File: config.mk
export PLATFORM = sky130hd
export DESIGN_NAME = serial_output_register
export DESIGN_NICKNAME = d
export VERILOG_FILES = /design/src/rtl/serial_output_register_pkg.sv /design/src/rtl/serial_output_register_dd_bit_counter.sv /design/src/rtl/serial_output_register.sv
export SDC_FILE = /design/constraint.sdc
export NUM_CORES = 1
export LEC_CHECK = 0
export CORE_MARGIN = 5
export CORE_UTILIZATION = 55
export CTS_BUF_LIST = sky130_fd_sc_hd__clkbuf_4
export CTS_CLUSTER_DIAMETER = 50
export DETAILED_ROUTE_END_ITERATION = 6
export GPL_ROUTABILITY_DRIVEN = 0
export PLACE_DENSITY = 0.82
export SLEW_MARGIN = 10
export SYNTH_ARGS = -nofsm -noshare
export SYNTH_HDL_FRONTEND = slang
export SYNTH_SLANG_ARGS = --single-unit
File: constraint.sdc
create_clock -name clk -period 4.1 [get_ports clk]
set_input_delay 0.615 -clock clk [delete_from_list [all_inputs] [get_ports clk]]
set_output_delay 0.615 -clock clk [all_outputs]
set_load 0.05 [all_outputs]
File: src/rtl/serial_output_register_pkg.sv
// Shared DoubleDabble definitions: frame-state encodings and the default frame width.
// These values are common to the input register, this capture register and the converter.
package serial_output_register_pkg;

    typedef enum logic {
        DD_IDLE  = 1'b0,
        DD_SHIFT = 1'b1
    } dd_state_t;

    localparam int DD_WIDTH = 8;

endpackage

File: src/rtl/serial_output_register_dd_bit_counter.sv
// Frame bit counter for the DoubleDabble serial link.
// Counts accepted bits and flags the bit that completes a WIDTH-bit frame.
module dd_bit_counter #(
    parameter int WIDTH = 8
) (
    input  logic clk,
    input  logic clear,
    input  logic restart,
    input  logic en,
    output logic terminal
);

    localparam int CW = $clog2(WIDTH + 1);

    logic [CW-1:0] count;

    // The bit being accepted now is the last one of the frame.
    always_comb begin
        terminal = en && (count == CW'(WIDTH - 1));
    end

    // Count accepted bits; restart also covers the return to idle, so the count never wraps.
    always_ff @(posedge clk) begin
        if (clear || restart) begin
            count <= '0;
        end else if (en) begin
            count <= count + 1'b1;
        end
    end

endmodule

File: src/rtl/serial_output_register.sv
// Serial-in/parallel-out capture register, receiving end of the DoubleDabble bit stream.
// Bits arrive MSB first; completed words are held on parallel_out behind a valid/ready handshake.
// Optional feature macro: DIGIT_CHECK_EN adds the bcd_error output (any nibble above 9).
module serial_output_register
    import serial_output_register_pkg::*;
#(
    parameter int WIDTH = DD_WIDTH
) (
    input  logic             clk,
    input  logic             clear,
    input  logic             start,
    input  logic             serial_in,
    input  logic             shift_en,
    output logic [WIDTH-1:0] parallel_out,
    output logic             out_valid,
    input  logic             out_ready,
    output logic             busy,
    output logic             overrun
`ifdef DIGIT_CHECK_EN
    ,
    output logic             bcd_error
`endif
);

    dd_state_t        state;
    dd_state_t        state_next;
    logic [WIDTH-1:0] shift_reg;
    logic [WIDTH-1:0] next_word;
    logic             shift_take;
    logic             frame_done;
    logic             load_word;
    logic             drop_word;

    // A bit is accepted only mid-frame and never on the cycle a start restarts the frame.
    always_comb begin
        shift_take = (state == DD_SHIFT) && shift_en && !start;
        next_word  = {shift_reg[WIDTH-2:0], serial_in};
        load_word  = frame_done && !(out_valid && !out_ready);
        drop_word  = frame_done && out_valid && !out_ready;
    end

    dd_bit_counter #(
        .WIDTH (WIDTH)
    ) u_bit_counter (
        .clk      (clk),
        .clear    (clear),
        .restart  (start || frame_done),
        .en       (shift_take),
        .terminal (frame_done)
    );

    // State register.
    always_ff @(posedge clk) begin
        if (clear) begin
            state <= DD_IDLE;
        end else begin
            state <= state_next;
        end
    end

    // Next-state logic: start always (re)opens a frame, the final bit closes it.
    always_comb begin
        state_next = state;
        case (state)
            DD_IDLE: begin
                if (start) begin
                    state_next = DD_SHIFT;
                end
            end
            DD_SHIFT: begin
                if (start) begin
                    state_next = DD_SHIFT;
                end else if (frame_done) begin
                    state_next = DD_IDLE;
                end
            end
            default: state_next = DD_IDLE;
        endcase
    end

    // State-decoded outputs.
    always_comb begin
        busy = (state == DD_SHIFT);
    end

    // Shift register; a start throws away any partial frame.
    always_ff @(posedge clk) begin
        if (clear || start) begin
            shift_reg <= '0;
        end else if (shift_take) begin
            shift_reg <= next_word;
        end
    end

    // Output buffer: load when the slot is free or being consumed this same edge, else drop.
    always_ff @(posedge clk) begin
        if (clear) begin
            parallel_out <= '0;
            out_valid    <= 1'b0;
            overrun      <= 1'b0;
        end else begin
            if (load_word) begin
                parallel_out <= next_word;
                out_valid    <= 1'b1;
            end else if (out_valid && out_ready) begin
                out_valid    <= 1'b0;
            end
            if (drop_word) begin
                overrun <= 1'b1;
            end
        end
    end

`ifdef DIGIT_CHECK_EN
    logic next_bad_digit;

    // Flag any nibble of the incoming word that is not a decimal digit.
    always_comb begin
        next_bad_digit = 1'b0;
        for (int i = 0; i < WIDTH / 4; i++) begin
            if (next_word[i*4 +: 4] > 4'd9) begin
                next_bad_digit = 1'b1;
            end
        end
    end

    // Digit-check flag tracks the word currently held on parallel_out.
    always_ff @(posedge clk) begin
        if (clear) begin
            bcd_error <= 1'b0;
        end else if (load_word) begin
            bcd_error <= next_bad_digit;
        end
    end
`endif

endmodule

==> out/qor.tcl <==
set qor(post-synth-top-area-cell) {sky130_fd_sc_hd__dfxtp_1}
set qor(setup-tns-final_ns) 0
set qor(r2r_slack_ns) 2.07
set qor(fin_crit_sh_pct) 54.8
set qor(number_of_flip_flops_and_latches_in_the_synthesized_netlist) 22
set qor(dpl.cell_count) 125
set qor(post_cts_hold_buffer_count) 0
set qor(number_of_h_tree_levels) 1
set qor(multi_input_gate_area_in_the_final_layout_um2) 442
set qor(cts_inserted_buffers) 3
set qor(viasPerCell) 5.40
set qor(slew_violations) 0
set qor(rr_endpoint) {parallel_out[3]}
set qor(clock_sinks) 22
set qor(cts_max_path_buffers) 2
set qor(worst_r2r_startpoint) {u_bit_counter.count[0]}
set qor(die_y_um) 50.8
set qor(via_count) 696
set qor(antenna-diode-count) 0
set qor(core_region_area_um2) 1540
set qor(timing.fmax_mhz) 445
set qor(cp.required_ns) 4.33
set qor(route.final.wire_length_mm) 1.66
set qor(end_kind) {flop}
set qor(finalWorstPathRequiredPeriod_ns) 2.25
set qor(synth.lib_cells_used.distinct) 23
set qor(rows) 14
set qor(cts_root_buf) {sky130_fd_sc_hd__clkbuf_4}
set qor(drt-wirelength-per-cell_um) 12.9
set qor(final.fill_count) 136
set qor(first_pass_grt_wire_length_mm) 2.87
set qor(final_net_count) 121
set qor(cp.arrival_ns) 2.48
set qor(critical_path_class) {primary input to flop}
set qor(die-width_um) 50.8
set qor(drt_first_iter_violations) 10
set qor(power-per-cell-area_nw_per_um2) 362
set qor(drcViolationCount) 0
set qor(irDropWorstVdd_mv) 0.333
set qor(seq_area_um2) 440
set qor(grt_overflow) 0
set qor(syn_inst) 98
set qor(synth.yosys.seq_area_share_pct) 48.2
set qor(post_cts_resized) 0
set qor(synthTopCellsByArea) {sky130_fd_sc_hd__dfxtp_1 (48%), sky130_fd_sc_hd__nand2b_1 (13%), sky130_fd_sc_hd__mux2i_1 (9.9%)}
set qor(area_growth_pct) 22.1
set qor(crit_path_end) {parallel_out[3]}
set qor(clk-insertion-delay-late_ns) 0.31
set qor(max_cap_violations) 0
set qor(leakage_nw) 0.348
set qor(number_of_failing_hold_endpoints_at_the_final_stage) 0
set qor(starting_density_of_the_core_pct) 59.3
set qor(power.total_mw) 0.403
set qor(cts_tree) {done}
set qor(grt_max_degree) 22
set qor(outcome) {finished clean}
set qor(critPathMaxFanout) 8
set qor(ioPinCount) 17
set qor(largest_register_ff_count) 8
set qor(final_cell_count_no_fill) 129
set qor(synthDominantCellAreaShare_pct) 48.2
set qor(synth_top_flop_cell) {sky130_fd_sc_hd__dfxtp_1}
set qor(floorplan.die_area_um2) 2580
set qor(ys.warnings.count) 0
set qor(reg2reg_depth) 4
set qor(synthTopCellsByCount) {sky130_fd_sc_hd__dfxtp_1 (22), sky130_fd_sc_hd__nand2b_1 (19), sky130_fd_sc_hd__nand2_1 (16), sky130_fd_sc_hd__a21oi_1 (9), sky130_fd_sc_hd__mux2i_1 (9)}
set qor(async_flop_share_pct) 0
set qor(post_synth.cell_area_avg_um2) 9.32
set qor(fin_skew_ns) 0.0136
set qor(synthesized_cell_area_um2) 913
set qor(timing_worst_slew_pin_value_ns) 1.11
set qor(syn-num-nets) 105
set qor(antenna_violations_before_repair) 0
set qor(synth_most_common_cell) {sky130_fd_sc_hd__dfxtp_1}
set qor(timing.critical_path.from_type) {primary input}
set qor(clk_transition_reported_paths_ns) 0.13
set qor(unrepaired_setup_endpoints_after_global_routing) {false}
set qor(dp_hpwl_mm) 1.16
set qor(postCtsSetupRepairBufs) 0
set qor(worst_slew_margin_rel_pct) 26.1
set qor(number_of_global_route_vias_before_repair) 675
set qor(number_of_setup_violations_in_the_final_report) 0
set qor(final_antenna_net_count) 0
set qor(first_pass_iters) 4
set qor(io_buffer_count) 16
set qor(groute.usage.overall_pct) 14.4
set qor(synth_edf_count) 0
set qor(setup.worst_path.start) {start}
set qor(path_category_of_the_worst_min_delay_check) {flop to flop}
set qor(layout-drive-gt1-share_pct) 7.08
worst min-delay path by stage:
stage,startpoint,slack (ns),cells past startpoint,to
floorplan,shift_reg[6],0.43,2,shift_reg[6]
global placement,shift_reg[6],0.44,2,shift_reg[6]
detailed placement,overrun,0.45,2,overrun
CTS,shift_reg[5],0.47,2,shift_reg[6]
global route,shift_reg[5],0.48,2,shift_reg[6]
finish,shift_reg[5],0.47,2,shift_reg[6]
cell type report:
type	instances	area share, %
well taps	16	1.80
multi-input cells	71	39.6
clock inverters	1	2.69
flip-flops and latches	22	39.5
clock buffers	3	2.02
repair buffers	16	14.4
cells by family (layout without fill, tap and decap cells):
group                    count (synthesis)  after routing  synth area share [%]
flip-flops                              22             22                  48.2
buffers and inverters                    5             20                  3.42
multiplexers                             9              9                  9.86
adder cells (fa/ha/maj)                  1              1                  1.37
AO/OA/AOI/OAI                           11             11                  6.30
XOR/XNOR                                 2              2                  1.92
AND/OR/NAND/NOR                         48             48                  28.9
placed cells by master, fill, tap and decap left out, drive strengths merged, types with 2 or more instances in the layout:
| master | Yosys | routed |
|---|---|---|
| mux2i | 9 | 9 |
| clkbuf | 2 | 3 |
| nor2 | 2 | 2 |
| clkdlybuf4s50 | 0 | 16 |
| a21oi | 9 | 9 |
| nand3 | 2 | 2 |
| dfxtp | 22 | 22 |
| nor3 | 4 | 4 |
| nand2b | 19 | 19 |
| nand2 | 16 | 16 |
report_power, final:
part           total (mW)  internal [mW]  switching (mW)
Clock               0.165         0.0988          0.0661
Sequential          0.217          0.215         0.00158
Combinational      0.0216         0.0103          0.0113
stage by stage:
step                      setup slack (ns)  util (%)  cell area, um^2  hold slack, ns
after floorplan                       2.58         -              913           0.434
after global placement                1.53      68.9             1060           0.443
after detailed placement              1.50      68.9             1060           0.455
after CTS                             1.80      72.3             1110           0.475
after global routing                  1.64      72.3             1110           0.481
final                                 1.85      72.3             1110           0.466
layer usage:
metal  GRT usage [%]  part of all wire, %
met1            17.9                   45
met2            23.1                   48
met3            4.44                  5.5
met4            5.53                  1.1
met5               0                    0
critical path, stage by stage:
cell and delay [ns]:
sky130_fd_sc_hd__clkdlybuf4s50_1 0.43, sky130_fd_sc_hd__nand2b_1 0.20, sky130_fd_sc_hd__nor4b_2 0.95, sky130_fd_sc_hd__mux2i_1 0.28
Power figures use the tool's default switching activity.
